## src/rtl/etapa_mem_vectorial_pkg.sv

```systemverilog
// Shared types and default widths for the vector memory stage.
package mem_vec_pkg;

  localparam int DEF_DATA_W = 32;
  localparam int DEF_ADDR_W = 8;
  localparam int DEF_IMM_W  = 8;
  localparam int DEF_DEST_W = 3;
  localparam int DEF_CNT_W  = 5;

  typedef enum logic [1:0] {
    S_IDLE   = 2'd0,
    S_ACCESS = 2'd1,
    S_DRAIN  = 2'd2
  } state_t;

endpackage

```

## src/rtl/etapa_mem_vectorial_if.sv

```systemverilog
// Request/response bus between the vector memory stage (master) and the data RAM (slave).
interface etapa_mem_vectorial_if
  import mem_vec_pkg::*;
#(
  parameter int DATA_W = DEF_DATA_W,
  parameter int ADDR_W = DEF_ADDR_W
);
  logic              mem_req;
  logic              mem_wr;
  logic [ADDR_W-1:0] dir_mem;
  logic [DATA_W-1:0] data;
  logic              mem_ready;
  logic [DATA_W-1:0] mem_q;

  modport master (output mem_req, mem_wr, dir_mem, data, input mem_ready, mem_q);
  modport slave  (input mem_req, mem_wr, dir_mem, data, output mem_ready, mem_q);
endinterface

```

## src/rtl/etapa_mem_vectorial_gen_dir_mem.sv

```systemverilog
// Address generator: current address plus persistent pointer, wrap at final_mem.
// MEM_STRIDE_EN defined: increment is the stride captured at load; otherwise fixed at 1.
module gen_dir_mem
  import mem_vec_pkg::*;
#(
  parameter int ADDR_W = DEF_ADDR_W
) (
  input  logic              clk,
  input  logic              rst_n,
  input  logic              load,
  input  logic              advance,
  input  logic [ADDR_W-1:0] base,
  input  logic [ADDR_W-1:0] stride,
  input  logic [ADDR_W-1:0] final_mem,
  output logic [ADDR_W-1:0] addr,
  output logic [ADDR_W-1:0] ptr
);
  logic [ADDR_W-1:0] step;
  logic [ADDR_W-1:0] addr_next;

`ifdef MEM_STRIDE_EN
  logic [ADDR_W-1:0] stride_q;

  always_ff @(posedge clk or negedge rst_n) begin
    if (!rst_n) begin
      stride_q <= '0;
    end else if (load) begin
      stride_q <= stride;
    end
  end

  assign step = stride_q;
`else
  // Port kept for interface stability; the value has no effect in this build.
  logic stride_unused;
  assign stride_unused = ^stride;
  assign step          = ADDR_W'(1);
`endif

  // Wrap decision looks at the address being issued now, not the incremented one.
  assign addr_next = (addr == final_mem) ? '0 : addr + step;

  always_ff @(posedge clk or negedge rst_n) begin
    if (!rst_n) begin
      addr <= '0;
      ptr  <= '0;
    end else if (load) begin
      addr <= base;
    end else if (advance) begin
      addr <= addr_next;
      ptr  <= addr_next;
    end
  end
endmodule

```

## src/rtl/etapa_mem_vectorial.sv

```systemverilog
// Vector MEM stage: one memory request per element, read returns tagged with element index.
// Stride support is selected by MEM_STRIDE_EN inside gen_dir_mem (default: increment 1).
module etapa_mem_vectorial
  import mem_vec_pkg::*;
#(
  parameter int DATA_W = DEF_DATA_W,
  parameter int ADDR_W = DEF_ADDR_W,
  parameter int IMM_W  = DEF_IMM_W,
  parameter int DEST_W = DEF_DEST_W,
  parameter int CNT_W  = DEF_CNT_W
) (
  input  logic              clk,
  input  logic              rst_n,
  input  logic              start,
  input  logic              op_wr,
  input  logic              sel_mem,
  input  logic [IMM_W-1:0]  inmediate_in,
  input  logic [ADDR_W-1:0] stride,
  input  logic [CNT_W-1:0]  vlen,
  input  logic [ADDR_W-1:0] final_mem,
  input  logic              sel_data,
  input  logic [DATA_W-1:0] data1_in,
  input  logic [DATA_W-1:0] result_alu,
  input  logic [DEST_W-1:0] dir_dest_in,
  etapa_mem_vectorial_if.master mem,
  output logic              rd_valid,
  output logic [DATA_W-1:0] rd_data,
  output logic [CNT_W-1:0]  rd_idx,
  output logic [DEST_W-1:0] dir_dest_out,
  output logic              busy,
  output logic              done
);
  // state    | meaning
  // S_IDLE   | waiting for start; completion pulse is emitted here
  // S_ACCESS | one request per element, held stable while mem_ready is low
  // S_DRAIN  | load only: waiting for the last read return to reach rd_*

  state_t            state;
  logic              mem_req_q;
  logic              mem_wr_q;
  logic [CNT_W-1:0]  rem;
  logic [CNT_W-1:0]  idx;
  logic              p1_valid;
  logic              p1_last;
  logic [CNT_W-1:0]  p1_idx;
  logic [ADDR_W-1:0] base;
  logic [ADDR_W-1:0] dir_mem;
  logic [ADDR_W-1:0] ptr;
  logic              accept;
  logic              last_acc;
  logic              start_ok;

  assign accept   = mem_req_q & mem.mem_ready;
  assign last_acc = accept && (rem == CNT_W'(1));
  assign start_ok = start && (state == S_IDLE) && !busy;
  assign base     = sel_mem ? ADDR_W'(inmediate_in) : ptr;

  assign mem.mem_req = mem_req_q;
  assign mem.mem_wr  = mem_wr_q;
  assign mem.dir_mem = dir_mem;
  assign mem.data    = sel_data ? result_alu : data1_in;

  gen_dir_mem #(.ADDR_W(ADDR_W)) u_gen_dir_mem (
    .clk       (clk),
    .rst_n     (rst_n),
    .load      (start_ok && (vlen != '0)),
    .advance   (accept),
    .base      (base),
    .stride    (stride),
    .final_mem (final_mem),
    .addr      (dir_mem),
    .ptr       (ptr)
  );

  always_ff @(posedge clk or negedge rst_n) begin
    if (!rst_n) begin
      state        <= S_IDLE;
      mem_req_q    <= 1'b0;
      mem_wr_q     <= 1'b0;
      rem          <= '0;
      idx          <= '0;
      p1_valid     <= 1'b0;
      p1_last      <= 1'b0;
      p1_idx       <= '0;
      rd_valid     <= 1'b0;
      rd_data      <= '0;
      rd_idx       <= '0;
      dir_dest_out <= '0;
      busy         <= 1'b0;
      done         <= 1'b0;
    end else begin
      done     <= 1'b0;
      // Read return: accept at N, mem_q sampled at N+1, presented at N+2.
      p1_valid <= accept && !mem_wr_q;
      p1_last  <= last_acc;
      p1_idx   <= idx;
      rd_valid <= p1_valid;
      if (p1_valid) begin
        rd_data <= mem.mem_q;
        rd_idx  <= p1_idx;
      end

      case (state)
        S_IDLE: begin
          busy <= 1'b0;
          if (start_ok) begin
            dir_dest_out <= dir_dest_in;
            if (vlen == '0) begin
              done <= 1'b1;
            end else begin
              state     <= S_ACCESS;
              busy      <= 1'b1;
              mem_req_q <= 1'b1;
              mem_wr_q  <= op_wr;
              rem       <= vlen;
              idx       <= '0;
            end
          end
        end
        S_ACCESS: begin
          if (accept) begin
            idx <= idx + CNT_W'(1);
            rem <= rem - CNT_W'(1);
            if (last_acc) begin
              mem_req_q <= 1'b0;
              mem_wr_q  <= 1'b0;
              if (mem_wr_q) begin
                state <= S_IDLE;
                done  <= 1'b1;
              end else begin
                state <= S_DRAIN;
              end
            end
          end
        end
        S_DRAIN: begin
          if (p1_valid && p1_last) begin
            state <= S_IDLE;
            done  <= 1'b1;
          end
        end
        default: state <= S_IDLE;
      endcase
    end
  end
endmodule

```

## src/flat_wrapper.sv

```systemverilog
// flat-port wrapper written by rule: the top's interface ports become plain ports
module etapa_mem_vectorial_flat import mem_vec_pkg::*;
#(
  parameter int DATA_W = DEF_DATA_W,
  parameter int ADDR_W = DEF_ADDR_W,
  parameter int IMM_W  = DEF_IMM_W,
  parameter int DEST_W = DEF_DEST_W,
  parameter int CNT_W  = DEF_CNT_W
)
  (clk, rst_n, start, op_wr, sel_mem, inmediate_in, stride, vlen, final_mem, sel_data, data1_in, result_alu, dir_dest_in, rd_valid, rd_data, rd_idx, dir_dest_out, busy, done, mem_mem_req, mem_mem_wr, mem_dir_mem, mem_data, mem_mem_ready, mem_mem_q);
  etapa_mem_vectorial_if #(.DATA_W(DATA_W), .ADDR_W(ADDR_W)) mem_i ();
  input  logic clk;
  input  logic rst_n;
  input  logic start;
  input  logic op_wr;
  input  logic sel_mem;
  input  logic [IMM_W-1:0] inmediate_in;
  input  logic [ADDR_W-1:0] stride;
  input  logic [CNT_W-1:0] vlen;
  input  logic [ADDR_W-1:0] final_mem;
  input  logic sel_data;
  input  logic [DATA_W-1:0] data1_in;
  input  logic [DATA_W-1:0] result_alu;
  input  logic [DEST_W-1:0] dir_dest_in;
  output logic rd_valid;
  output logic [DATA_W-1:0] rd_data;
  output logic [CNT_W-1:0] rd_idx;
  output logic [DEST_W-1:0] dir_dest_out;
  output logic busy;
  output logic done;
  output wire logic [$bits(mem_i.mem_req)-1:0] mem_mem_req;
  output wire logic [$bits(mem_i.mem_wr)-1:0] mem_mem_wr;
  output wire logic [$bits(mem_i.dir_mem)-1:0] mem_dir_mem;
  output wire logic [$bits(mem_i.data)-1:0] mem_data;
  input wire logic [$bits(mem_i.mem_ready)-1:0] mem_mem_ready;
  input wire logic [$bits(mem_i.mem_q)-1:0] mem_mem_q;
  assign mem_mem_req = mem_i.mem_req;
  assign mem_mem_wr = mem_i.mem_wr;
  assign mem_dir_mem = mem_i.dir_mem;
  assign mem_data = mem_i.data;
  assign mem_i.mem_ready = mem_mem_ready;
  assign mem_i.mem_q = mem_mem_q;
  etapa_mem_vectorial #(.DATA_W(DATA_W), .ADDR_W(ADDR_W), .IMM_W(IMM_W), .DEST_W(DEST_W), .CNT_W(CNT_W)) u_core (.clk(clk), .rst_n(rst_n), .start(start), .op_wr(op_wr), .sel_mem(sel_mem), .inmediate_in(inmediate_in), .stride(stride), .vlen(vlen), .final_mem(final_mem), .sel_data(sel_data), .data1_in(data1_in), .result_alu(result_alu), .dir_dest_in(dir_dest_in), .mem(mem_i), .rd_valid(rd_valid), .rd_data(rd_data), .rd_idx(rd_idx), .dir_dest_out(dir_dest_out), .busy(busy), .done(done));
endmodule
```

## config.mk

```make
export PLATFORM = sky130hd
export DESIGN_NAME = etapa_mem_vectorial_flat
export DESIGN_NICKNAME = d
export VERILOG_FILES = /design/src/rtl/etapa_mem_vectorial_pkg.sv /design/src/rtl/etapa_mem_vectorial_if.sv /design/src/rtl/etapa_mem_vectorial_gen_dir_mem.sv /design/src/rtl/etapa_mem_vectorial.sv /design/src/flat_wrapper.sv
export SDC_FILE = /design/constraint.sdc
export NUM_CORES = 1
export LEC_CHECK = 0
export ABC_AREA = 1
export BUFFER_PORTS_ARGS = -buffer_cell sky130_fd_sc_hd__buf_4
export CAP_MARGIN = 20
export CORE_ASPECT_RATIO = 0.7
export CORE_UTILIZATION = 45
export CTS_BUF_LIST = sky130_fd_sc_hd__clkbuf_2
export DETAILED_ROUTE_END_ITERATION = 7
export PLACE_DENSITY = 0.8
export SLEW_MARGIN = 20
export SYNTH_ARGS = -nofsm -noshare
export SYNTH_HDL_FRONTEND = slang
export SYNTH_SLANG_ARGS = --single-unit
```

## constraint.sdc

```tcl
create_clock -name clk -period 3.3 [get_ports clk]
set_input_delay 0.165 -clock clk [delete_from_list [all_inputs] [get_ports clk]]
set_output_delay 0.165 -clock clk [all_outputs]
set_load 0.02 [all_outputs]
```

# Word-level counts from Yosys, hierarchy flattened
# Index checks and enable logic that the tools add are counted.
# totals
ff_bits,80
input_bits,135
output_inout_bits,85
elab_cells,85
# classes
addsub,3
eq_ne,9
mux,37
bitwise,2
n_reduce_logical,18
# op_table
operator,count
$mux W32,1
$mux W8,4
$mux W5,6
$pmux W5 S2,2
$mux W1,14
$mux W2,6
$reduce_and A5 Y1,2
$add A8 B1 Y8 const B,1
$eq A8 B8 Y1,1
$ne A2 B1 Y1 const B,4
$logic_and A1 B1 Y1,6
$pmux W2 S3,1
$add A5 B1 Y5 const B,1
$eq A5 B1 Y1 const B,1
$logic_not A5 Y1,1
$reduce_bool A5 Y1,1
$sub A5 B1 Y5 const B,1
$pmux W1 S2,2
$reduce_and A2 Y1,2
$reduce_and A4 Y1,1
$reduce_bool A2 Y1,2
$pmux W1 S3,1
$eq A2 B1 Y1 const B,1
$eq A2 B2 Y1 const B,1
5 further kinds,6

# Longest topological paths before layout
# Gate-level depths: netlist (run 1).
# logic_depth
depth_word,6
ltp_mapped,9
mapped_depth_nobuf,9

# Hierarchy
# A second synthesis (run 1) with hierarchy kept.
# hier_totals
hier_cells,388
area_unflattened_um2,4061.4
# by_module_without_submodules
mod,n_inst,cells_each,area_per_inst_um2,seq_area_each_um2
etapa_mem_vectorial,1,270,3119.2,1601.5
gen_dir_mem,1,118,942.2,400.4

# Worst setup path after synthesis (run 1)
# OpenSTA, ideal clock, no wires.
# synth_path
kind,register -> register
start,register u_core.u_gen_dir_mem.addr[0]
end,register u_core.u_gen_dir_mem.addr[4]
setup_time_ps,119
arrival_ps,1251
required_ps,3181
path_slack_ps,1930
stages_incl_launch_ff,9
path_buffers,0
period_less_slack_ps,1370
cell_sequence,dfrtp_1 > ha_1 > nand2_1 > inv_1 > nand2_1 > xor2_1 > inv_1 > nand3_1 > nand2_1
# synth_between
elab_chain_len,4
word_cells_on_any_way,5
cone_classes,add/sub: 1; eq/ne: 1; mux: 3
# synth_lines
item,line,source
start: declaration,etapa_mem_vectorial_gen_dir_mem.sv:15,"output logic [ADDR_W-1:0] addr,"
start signal: assignment,etapa_mem_vectorial_gen_dir_mem.sv:48,addr <= base;
start signal: assignment,etapa_mem_vectorial_gen_dir_mem.sv:50,addr <= addr_next;
$add A8 B1 Y8 / $eq A8 B8 Y1 (equally long branches),etapa_mem_vectorial_gen_dir_mem.sv:41,assign addr_next = (addr == final_mem) ? '0 : addr + step;
$mux W8 *,etapa_mem_vectorial_gen_dir_mem.sv:41,
$mux W8 *,etapa_mem_vectorial_gen_dir_mem.sv:49,end else if (advance) begin
$mux W8 *,etapa_mem_vectorial_gen_dir_mem.sv:47,end else if (load) begin
# Mark *: on every way between the ends. The rest lies on a longest branch, timed or not. The select of a mux whose other input is x is not followed.
# A chain may end at the register's enable or synchronous reset.

# Worst setup path in the final report (run 1)
# layout_path
start,register u_core.mem_req_q (netlist: u_core.mem.mem_req)
end,register u_core.mem_wr_q (netlist: u_core.mem.mem_wr)
# layout_between
elab_chain_len,4
word_cells_on_any_way,5
cone_classes,eq/ne: 2; bitwise: 1; reduce/logical: 2
# layout_lines
item,line,source
start: declaration,etapa_mem_vectorial.sv:39,logic mem_req_q;
start signal: assignment,etapa_mem_vectorial.sv:78,mem_req_q <= 1'b0;
start signal: assignment,etapa_mem_vectorial.sv:113,mem_req_q <= 1'b1;
start signal: assignment,etapa_mem_vectorial.sv:125,mem_req_q <= 1'b0;
$and A1 B1 Y1 *,etapa_mem_vectorial.sv:53,assign accept = mem_req_q & mem.mem_ready;
$logic_and A1 B1 Y1,etapa_mem_vectorial.sv:54,assign last_acc = accept && (rem == CNT_W'(1));
$ne A2 B1 Y1 (no line),--,
$reduce_and A5 Y1 (no line) *,--,
end signal: assignment,etapa_mem_vectorial.sv:114,mem_wr_q <= op_wr;
end: declaration,etapa_mem_vectorial.sv:40,logic mem_wr_q;
# Mark *: on every way between the ends. The rest lies on a longest branch, timed or not.

==> impl_results.rst, run 1 <==
.. list-table::
   :header-rows: 1

   * - Metric
     - Value
   * - Switching power as a share of total power
     - 0.250
   * - Period utilization
     - 0.531
   * - Final ANT Viol Nets
     - 0
   * - Cell total after placement
     - ~730
   * - Endpoint of the worst hold path
     - u_core.rem[3]$_DFFE_PN0P_
   * - Simple logic cell fraction of the synthesized area
     - 0.184
   * - CTS Buffer Depth
     - 2
   * - Max-cap violation count
     - 0
   * - Share of power burned in registers
     - 0.514
   * - Leakage power
     - 0.00352 uW
   * - Leading cell types by total area after synthesis
     - sky130_fd_sc_hd__dfrtp_1 (49%), sky130_fd_sc_hd__mux2_2 (20%), sky130_fd_sc_hd__nand2_1 (9.7%), sky130_fd_sc_hd__nand3_1 (3.9%), sky130_fd_sc_hd__inv_1 (3.4%)
   * - Global-route wire length before repair
     - 18300 um
   * - Number of buffers created by CTS
     - 9
   * - Portion of netlist area occupied by mux cells
     - 0.210
   * - Relative max-transition margin
     - 0.517
   * - Count of routing violations after the opening detailed-route iteration
     - 276
   * - Count of cell instances traversed by the critical path
     - 7
   * - Signal arrival time at the worst endpoint
     - 2.22 ns
   * - Via count of the first global-routing pass
     - about 3.8k
   * - Data required time at the worst endpoint
     - 3.77 ns
   * - Length of the first detailed-routing pass in iterations
     - 4
   * - Die X
     - 116 um
   * - Fin crit period
     - 1.75 ns
   * - Most used DFF post-synth
     - sky130_fd_sc_hd__dfrtp_1
   * - Effective utilization at floorplan
     - 0.476
   * - Final setup TNS
     - 0 ns
   * - Endpoints failing setup
     - 0
   * - Detailed placer's ending HPWL
     - 8550 um
   * - Endpoint of the lowest-slack register-to-register path
     - u_core.mem.mem_wr$_DFFE_PN0P_
   * - Worst-Margin Slew
     - 0.725 ns
   * - Reg2reg start
     - u_core.mem.mem_req$_DFFE_PN0P_
   * - Area share of the largest cell type after synthesis
     - 0.486
   * - Routed wire length
     - about 12000 um
   * - Sequential area share after synthesis
     - 0.486
   * - Yosys warns
     - 0
   * - Post-synth net total
     - between 500 and 600
   * - Top Ports
     - 220
   * - Vert. Die Dim
     - 82.1 um
   * - Number of buffers added on ports
     - 211
   * - Most frequent cell on the critical path
     - sky130_fd_sc_hd__nand2_1
   * - Net count of the finished layout
     - 800
   * - Critical setup path kind
     - reg -> reg
   * - Internal Pwr Total
     - 1430 uW
   * - Leading post-synthesis cells by instance count
     - sky130_fd_sc_hd__nand2_1 (106), sky130_fd_sc_hd__dfrtp_1 (80), sky130_fd_sc_hd__mux2_2 (75)
   * - Largest area contributor in the netlist
     - sky130_fd_sc_hd__dfrtp_1
   * - Area Growth Syn to Fin
     - 54.0%
   * - GR Util All Layers
     - 0.256
   * - Vias/cell
     - 4.80
   * - Peak per-stage delay on the critical path
     - 0.44 ns
   * - Unrepaired setup endpoints after global routing
     - no
   * - Xor-xnor portion of the synthesized cell area
     - 0.0234
   * - Number of cells upsized or downsized after cts
     - 0
   * - Worst Setup End Kind
     - register
   * - TritonCTS clock tree
     - yes
   * - Number of antenna violations at the first check in global routing
     - 0
   * - FP Rows
     - 28
   * - Pin count of the biggest net entering global routing
     - 81
   * - Max Freq
     - 0.571 GHz
   * - Async set or reset register ratio after synthesis
     - 1.00
   * - Number of synthesized flops with an enable pin
     - 0
   * - Skew-Pair Late Insertion Delay
     - 0.52 ns
   * - Share of post-route cells with drive strength above 1
     - 0.487
   * - Reg-to-reg slack, setup
     - 1.55 ns
   * - Cell type of the slowest stage on the worst timing path
     - sky130_fd_sc_hd__dfrtp_1
   * - Count of vias placed by the detailed router
     - 3769
   * - Launch instance of the worst min-delay path
     - vlen[3]
   * - Post-CTS Setup Inserts
     - 0
   * - Count of buffering cells on the critical path with inverters included
     - 1
   * - Remaining global-route overflow
     - 0
   * - Drc violations
     - 0
   * - Nature of the critical path startpoint
     - register
   * - Seq cells post-synth
     - 80
   * - # H-tree levels
     - 3
   * - Synthesized area
     - around 4000 sq um
   * - Cells after Synth
     - 408
   * - CTS sink count
     - 80
   * - Overall die area
     - 9550 sq um
   * - Final Max Tran Viols
     - 0
   * - Adder-Cell Fraction of Synth Area
     - 0.0121
   * - Non-filler cells, final
     - 786
   * - Buffer type at the clock tree root
     - sky130_fd_sc_hd__clkbuf_2
   * - Net Switching
     - 478 uW
   * - Number of buffers added to fix hold violations after cts
     - 40
   * - Std-Cell Core Area
     - 8650 sq um
   * - Worst setup skew after layout
     - 0.0184 ns
   * - Run status
     - completed
   * - CP max FO
     - 14
   * - Kind of cell with the highest combined delay on the critical path
     - simple AND/OR/NAND/NOR gates
   * - Number of cells on the worst reg-to-reg path
     - 7
   * - Worst Hold Depth
     - 5
   * - Largest family of logic cells by synthesized area
     - multiplexers
   * - Cell Pwr Density
     - 301 nW/um^2
   * - Number of filler instances in the final layout
     - between 600 and 700
   * - Final GP Congestion
     - 0.824
   * - Maximum vdd drop
     - 0.158 mV
   * - Count of distinct cell types in the synthesized netlist
     - 31
   * - Classification of the worst-slack hold path
     - in -> reg
   * - Clock-pin slew on the worst setup and hold paths
     - 0.20 ns
   * - Relative contribution of the clock network to total power
     - 0.313
   * - Most frequent cell after synthesis
     - sky130_fd_sc_hd__nand2_1
   * - Synthesized-area fraction occupied by ao, oa, aoi and oai cells
     - 0.0240
   * - Mean instance size in the synthesized netlist
     - 10.1 sq um
   * - Number of hold violations in the final report
     - 0
   * - Cell breakdown of the critical path
     - nand2_1, inv_1, nand2_1, nand2_4, nand2_1, nand2_1, nand2_1
   * - Share of total power in combinational logic
     - 0.173
   * - Final routed wire length divided by cell count
     - 15.7 um
power groups by stage:
stage          clock (uW)  combinational [uW]  sequential [uW]
6_report              599                 330              982
5_1_grt               652                 353              983
4_1_cts               609                 328              982
3_5_place_dp            0                 289              999
3_3_place_gp            0                 285              999
2_1_floorplan           0                 103              999
flip-flops by register name (all words and copies together) (netlist names):
name / cells
u_core.rd_valid: 1
u_core.p1_valid: 1
u_core.rem: 5
u_core.idx: 5
u_core.mem.mem_wr: 1
u_core.u_gen_dir_mem.ptr: 8
u_core.done: 1
u_core.dir_dest_out: 3
u_core.u_gen_dir_mem.addr: 8
u_core.busy: 1
u_core.p1_idx: 5
u_core.rd_idx: 5
u_core.state: 2
u_core.rd_data: 32
u_core.p1_last: 1
u_core.mem.mem_req: 1
stage by stage:
step / hold WS (ns) / util / cell area (sq um) / total power [uW] / setup slack, ns
floorplan: -0.131 / - / 4120 / 1100 / 1.93
global placement: 0.373 / 0.668 / 5780 / 1280 / 1.62
detailed placement: 0.378 / 0.668 / 5780 / 1290 / 1.58
CTS: 0.000766 / 0.730 / 6320 / 1920 / 1.54
global route: 0.0182 / 0.733 / 6340 / 1990 / 1.39
finish: 0.0349 / 0.733 / 6340 / 1910 / 1.55
cell families (layout without fill, tap and decap cells):
family                   after synthesis  in the layout
multiplexers                          77             77
flip-flops                            80             80
AO/OA/AOI/OAI                         13             13
other                                  0              1
adder cells (fa/ha/maj)                4              4
buffers and inverters                 56            313
XOR/XNOR                              11             11
AND/OR/NAND/NOR                      167            167
worst min-delay path, cell delays in order:
cell,delay [ns]
sky130_fd_sc_hd__buf_4,0.07
sky130_fd_sc_hd__inv_1,0.06
sky130_fd_sc_hd__nand2_1,0.07
sky130_fd_sc_hd__nand3_1,0.09
sky130_fd_sc_hd__o21ai_2,0.06
cell usage in the layout, fill, tap and decap left out, types with 2 or more instances in the layout:
master                          Yosys  layout
sky130_fd_sc_hd__bufinv_16          0       2
sky130_fd_sc_hd__nand2_4            3       3
sky130_fd_sc_hd__nor2_1            15      15
sky130_fd_sc_hd__inv_1             37      37
sky130_fd_sc_hd__dfrtp_1           80      80
sky130_fd_sc_hd__dlygate4sd3_1      0      42
sky130_fd_sc_hd__nand3_2            3       3
sky130_fd_sc_hd__mux2_1             2       2
sky130_fd_sc_hd__inv_6              0       2
sky130_fd_sc_hd__mux2_2            75      75
sky130_fd_sc_hd__ha_1               4       4
sky130_fd_sc_hd__xnor2_1            6       6
sky130_fd_sc_hd__nand3_1           32      32
sky130_fd_sc_hd__nand4_1            4       4
sky130_fd_sc_hd__nand2_1          106     106
sky130_fd_sc_hd__clkbuf_2           1       9
sky130_fd_sc_hd__o21ai_0            5       5
sky130_fd_sc_hd__inv_2              5       5
sky130_fd_sc_hd__o21ai_2            4       4
sky130_fd_sc_hd__xor2_1             5       5
sky130_fd_sc_hd__buf_4              3     212
layer usage:
metal / track usage / up-vias / share of wire
met3: 0.0701 / 11 / 0.078
met4: 0.0513 / 0 / 0.0082
met5: 0 / - / 0
li1: - / 1838 / -
met1: 0.288 / 1771 / 0.39
met2: 0.488 / 149 / 0.52
how the worst max path moves through the flow:
stage / to / startpoint / slack [ns]
after global placement: u_core.rem[3]$_DFFE_PN0P_ / u_core.mem.mem_req$_DFFE_PN0P_ / 1.62
after detailed placement: u_core.rem[3]$_DFFE_PN0P_ / u_core.mem.mem_req$_DFFE_PN0P_ / 1.58
after global routing: u_core.mem.mem_req$_DFFE_PN0P_ / u_core.mem.mem_req$_DFFE_PN0P_ / 1.39
after CTS: u_core.mem.mem_wr$_DFFE_PN0P_ / u_core.mem.mem_req$_DFFE_PN0P_ / 1.54
after floorplan: u_core.u_gen_dir_mem.addr[4]$_DFFE_PN0P_ / u_core.u_gen_dir_mem.addr[0]$_DFFE_PN0P_ / 1.93
final: u_core.mem.mem_wr$_DFFE_PN0P_ / u_core.mem.mem_req$_DFFE_PN0P_ / 1.55
area by class of cell:
type | instances | area (sq um) | area share
repair buffers | 255 | 2020 | 0.319
flip-flops and latches | 80 | 2000 | 0.316
multi-input cells | 272 | 1870 | 0.295
inverters | 43 | 161 | 0.0254
well taps | 120 | 150 | 0.0237
clock inverters | 6 | 90.1 | 0.0142
clock buffers | 9 | 45.0 | 0.00710
diodes | 1 | 2.50 | 0.000394
Note: power is estimated with default switching activity, not from simulation.
==> run 2, diff against run 1 <==
--- a/config.mk
+++ b/config.mk
@@ -5,14 +5,14 @@
 export SDC_FILE = /design/constraint.sdc
 export NUM_CORES = 1
 export LEC_CHECK = 0
-export ABC_AREA = 1
+export ABC_AREA = 0
 export BUFFER_PORTS_ARGS = -buffer_cell sky130_fd_sc_hd__buf_4
 export CAP_MARGIN = 20
 export CORE_ASPECT_RATIO = 0.7
-export CORE_UTILIZATION = 45
+export CORE_UTILIZATION = 41
 export CTS_BUF_LIST = sky130_fd_sc_hd__clkbuf_2
 export DETAILED_ROUTE_END_ITERATION = 7
-export PLACE_DENSITY = 0.8
+export PLACE_DENSITY = 0.79
 export SLEW_MARGIN = 20
 export SYNTH_ARGS = -nofsm -noshare
 export SYNTH_HDL_FRONTEND = slang
==> constraint.sdc (replaced) <==
create_clock -name clk -period 1.6 [get_ports clk]
set_input_delay 0.08 -clock clk [delete_from_list [all_inputs] [get_ports clk]]
set_output_delay 0.08 -clock clk [all_outputs]
set_load 0.02 [all_outputs]
==> impl_results.rst, run 2 <==
.. list-table::
   :header-rows: 1

   * - Metric
     - Value
   * - Run status
     - finished with violations
   * - Violated checks
     - setup timing
   * - # H-tree levels
     - 3
   * - Endpoints failing setup
     - 3
   * - Final routed wire length divided by cell count
     - 17.0 um
   * - Final setup TNS
     - -0.100 ns
   * - Area Growth Syn to Fin
     - 70.9%
   * - Most frequent cell after synthesis
     - sky130_fd_sc_hd__dfrtp_1
   * - Portion of netlist area occupied by mux cells
     - 0.237
   * - Nature of the critical path startpoint
     - input pin
   * - Drc violations
     - 0
   * - Vert. Die Dim
     - approximately 83 um
   * - Worst Hold Depth
     - 5
   * - Synthesized area
     - between 3000 and 4000 sq um
   * - Leading cell types by total area after synthesis
     - sky130_fd_sc_hd__dfrtp_1 (53%), sky130_fd_sc_hd__mux2_2 (21%), sky130_fd_sc_hd__o2bb2ai_1 (2.5%), sky130_fd_sc_hd__mux2i_1 (2.4%), sky130_fd_sc_hd__nand3_1 (2.4%)
   * - GR Util All Layers
     - 0.251
   * - Fin crit period
     - 1.65 ns
   * - Final Max Tran Viols
     - 0
   * - TritonCTS clock tree
     - yes
   * - Cell type of the slowest stage on the worst timing path
     - sky130_fd_sc_hd__dlygate4sd3_1
   * - Overall die area
     - 9650 sq um
   * - Signal arrival time at the worst endpoint
     - 2.10 ns
   * - Top Ports
     - 220
   * - Adder-Cell Fraction of Synth Area
     - 0.0132
   * - Detailed placer's ending HPWL
     - 8360 um
   * - Synthesized-area fraction occupied by ao, oa, aoi and oai cells
     - 0.0903
   * - Commonest non-fill, non-tap cells in the layout
     - sky130_fd_sc_hd__buf_4 (234), sky130_fd_sc_hd__dfrtp_1 (78), sky130_fd_sc_hd__mux2_2 (72)
   * - Cell breakdown of the critical path
     - dlygate4sd3_1, buf_4, or4_4, o21a_2, nor2_1, a22o_1
   * - Count of distinct cell types in the synthesized netlist
     - 38
   * - Period utilization
     - 1.03
   * - Max Freq
     - 0.607 GHz
   * - Worst Setup End Kind
     - register
   * - Top reg by flops
     - u_core.rd_data
   * - Sequential area share after synthesis
     - 0.527
   * - Maximum vdd drop
     - around 0.58 mV
   * - Post-synth net total
     - 436
   * - Number of synthesized flops with an enable pin
     - 0
   * - Data required time at the worst endpoint
     - 2.06 ns
   * - Leakage power
     - 0.00310 uW
   * - Most used DFF post-synth
     - sky130_fd_sc_hd__dfrtp_1
   * - Worst-Margin Slew
     - 0.468 ns
   * - Die X
     - 117 um
   * - Seq cells post-synth
     - 80
   * - Final ANT Viol Nets
     - 0
   * - Simple logic cell fraction of the synthesized area
     - 0.0801
   * - Buffer type at the clock tree root
     - sky130_fd_sc_hd__clkbuf_2
   * - CTS sink count
     - 80
   * - Cell Pwr Density
     - 1520 nW/um^2
   * - Length of the first detailed-routing pass in iterations
     - 4
   * - Finished Core Util
     - 0.744
   * - Share of post-route cells with drive strength above 1
     - 0.577
   * - Clock-pin slew on the worst setup and hold paths
     - 0.20 ns
   * - Min setup slack post-route
     - -0.0463 ns
   * - Critical setup path kind
     - in -> reg
   * - FP Rows
     - 28
   * - Leading registers by flop count
     - u_core.rd_data: 32 flops, u_core.u_gen_dir_mem.addr: 8 flops, u_core.u_gen_dir_mem.ptr: 8 flops
   * - Count of vias placed by the detailed router
     - 3543
   * - Xor-xnor portion of the synthesized cell area
     - 0.0323
   * - Via count of the first global-routing pass
     - about 3.7k
   * - Routed wire length
     - 12100 um
   * - CP max FO
     - 8
   * - Peak per-stage delay on the critical path
     - around 0.54 ns
   * - CTS Buffer Depth
     - 2
   * - Sum of met2 wire segment lengths after detailed routing
     - 6310 um
   * - Largest family of logic cells by synthesized area
     - multiplexers
   * - Worst setup skew after layout
     - between 0.02 and 0.03 ns
   * - Number of buffers added on ports
     - 211
   * - Mean instance size in the synthesized netlist
     - 12.8 sq um
   * - Skew-Pair Late Insertion Delay
     - 0.52 ns
   * - Leading post-synthesis cells by instance count
     - sky130_fd_sc_hd__dfrtp_1 (80), sky130_fd_sc_hd__mux2_2 (72), sky130_fd_sc_hd__nand3_1 (18)
   * - Number of buffers created by CTS
     - 9
   * - Number of cells on the worst reg-to-reg path
     - 4
   * - Relative max-transition margin
     - 0.687
   * - Std-Cell Core Area
     - 8720 sq um
   * - Largest area contributor in the netlist
     - sky130_fd_sc_hd__dfrtp_1
   * - Yosys warns
     - 0
   * - Global-route wire length before repair
     - approximately 18000 um
   * - Final GP Congestion
     - 0.875
   * - Number of hold violations in the final report
     - 0
   * - Vias/cell
     - around 5
   * - Effective utilization at floorplan
     - 0.435
   * - Wire length on met1
     - 4730 um
   * - Detailed route wirelength on metal3
     - 859 um
   * - Commonest non-fill, non-tap cell in the layout
     - sky130_fd_sc_hd__buf_4
   * - Async set or reset register ratio after synthesis
     - 1.00
   * - Cells after Synth
     - 297
   * - Largest register FFs
     - 32
   * - Area share of the largest cell type after synthesis
     - 0.527
   * - Top layer in use
     - met4
   * - Count of routing violations after the opening detailed-route iteration
     - 186
   * - Unrepaired setup endpoints after global routing
     - yes
   * - Number of antenna violations at the first check in global routing
     - 0
   * - Net count of the finished layout
     - 726
   * - Remaining global-route overflow
     - 0
   * - Pin count of the biggest net entering global routing
     - 55
   * - Classification of the worst-slack hold path
     - in -> reg
   * - Max-cap violation count
     - 0
[run 2: final cells by class]
type / count / area [sq um]
diodes: 1 / 2.50
multi-input cells: 198 / 1760
flip-flops and latches: 80 / 2000
clock inverters: 6 / 116
fillers: 570 / 2240
repair buffers: 294 / 2390
well taps: 120 / 150
inverters: 4 / 15.0
clock buffers: 9 / 45.0
[run 2: worst max-delay path: cells and delay by family]
kind,cells,cell delay (ns)
AND/OR/NAND/NOR,2,0.85
buffers and inverters,2,0.68
AO/OA/AOI/OAI,2,0.50
[run 2: final timing paths]
kind	from	end	slack [ns]
max	vlen[4]	u_core.idx[1]$_DFFE_PN0P_	-0.05
min	vlen[3]	u_core.busy$_DFFE_PN0N_	0.10
max reg2reg	u_core.state[1]$_DFFE_PN0P_	u_core.dir_dest_out[0]$_DFFE_PN0P_	0.01
min reg2reg	u_core.idx[4]$_DFFE_PN0P_	u_core.p1_idx[4]$_DFF_PN0_	0.43
max in group asynchronous	rst_n	u_core.p1_idx[2]$_DFF_PN0_	0.73
min in group asynchronous	rst_n	u_core.rem[2]$_DFFE_PN0P_	0.56
[run 2: cells by family after synthesis]
family | count (synthesis)
AOI/OAI and AO/OA | 44
xor gates and xnor gates | 14
buffers and inverters | 19
and+or+nand+nor | 55
DFF | 80
adders and majority gates | 4
muxes | 81
[run 2: where the power goes]
group          internal [uW]  switching [uW]
registers               2890             630
clock network            680             705
logic                   2520            2450
total                   6090            3780
[run 2: layer usage]
metal	track usage	up-vias
li1	-	1687
met2	0.456	153
met3	0.0628	13
met4	0.104	0
met1	0.285	1690
met5	0	-
[run 2: timing repair]
item	4_1_cts	5_1_grt
endpoints found under the setup margin	14	27
pin swaps	0	3
setup buffers	1	2
hold buffers	53	1
hold endpoints to repair	145	2
gates resized for setup	3	10
[run 2: metrics by stage]
| stage | setup slack, ns | hold WS (ns) | cells | instance area, sq um | power [uW] |
|---|---|---|---|---|---|
| 4_1_cts | 0.00846 | 0.000608 | 708 | 6410 | 9740 |
| 5_1_grt | -0.0518 | 0.0633 | 711 | 6480 | 10500 |
| 6_report | -0.0463 | 0.102 | 712 | 6490 | 9870 |
| 3_5_place_dp | -0.120 | 0.0213 | 639 | 5690 | 8230 |
| 3_3_place_gp | -0.0741 | 0.0252 | 639 | 5690 | 8060 |
| 2_1_floorplan | 0.00965 | -0.216 | 297 | 3800 | 6070 |
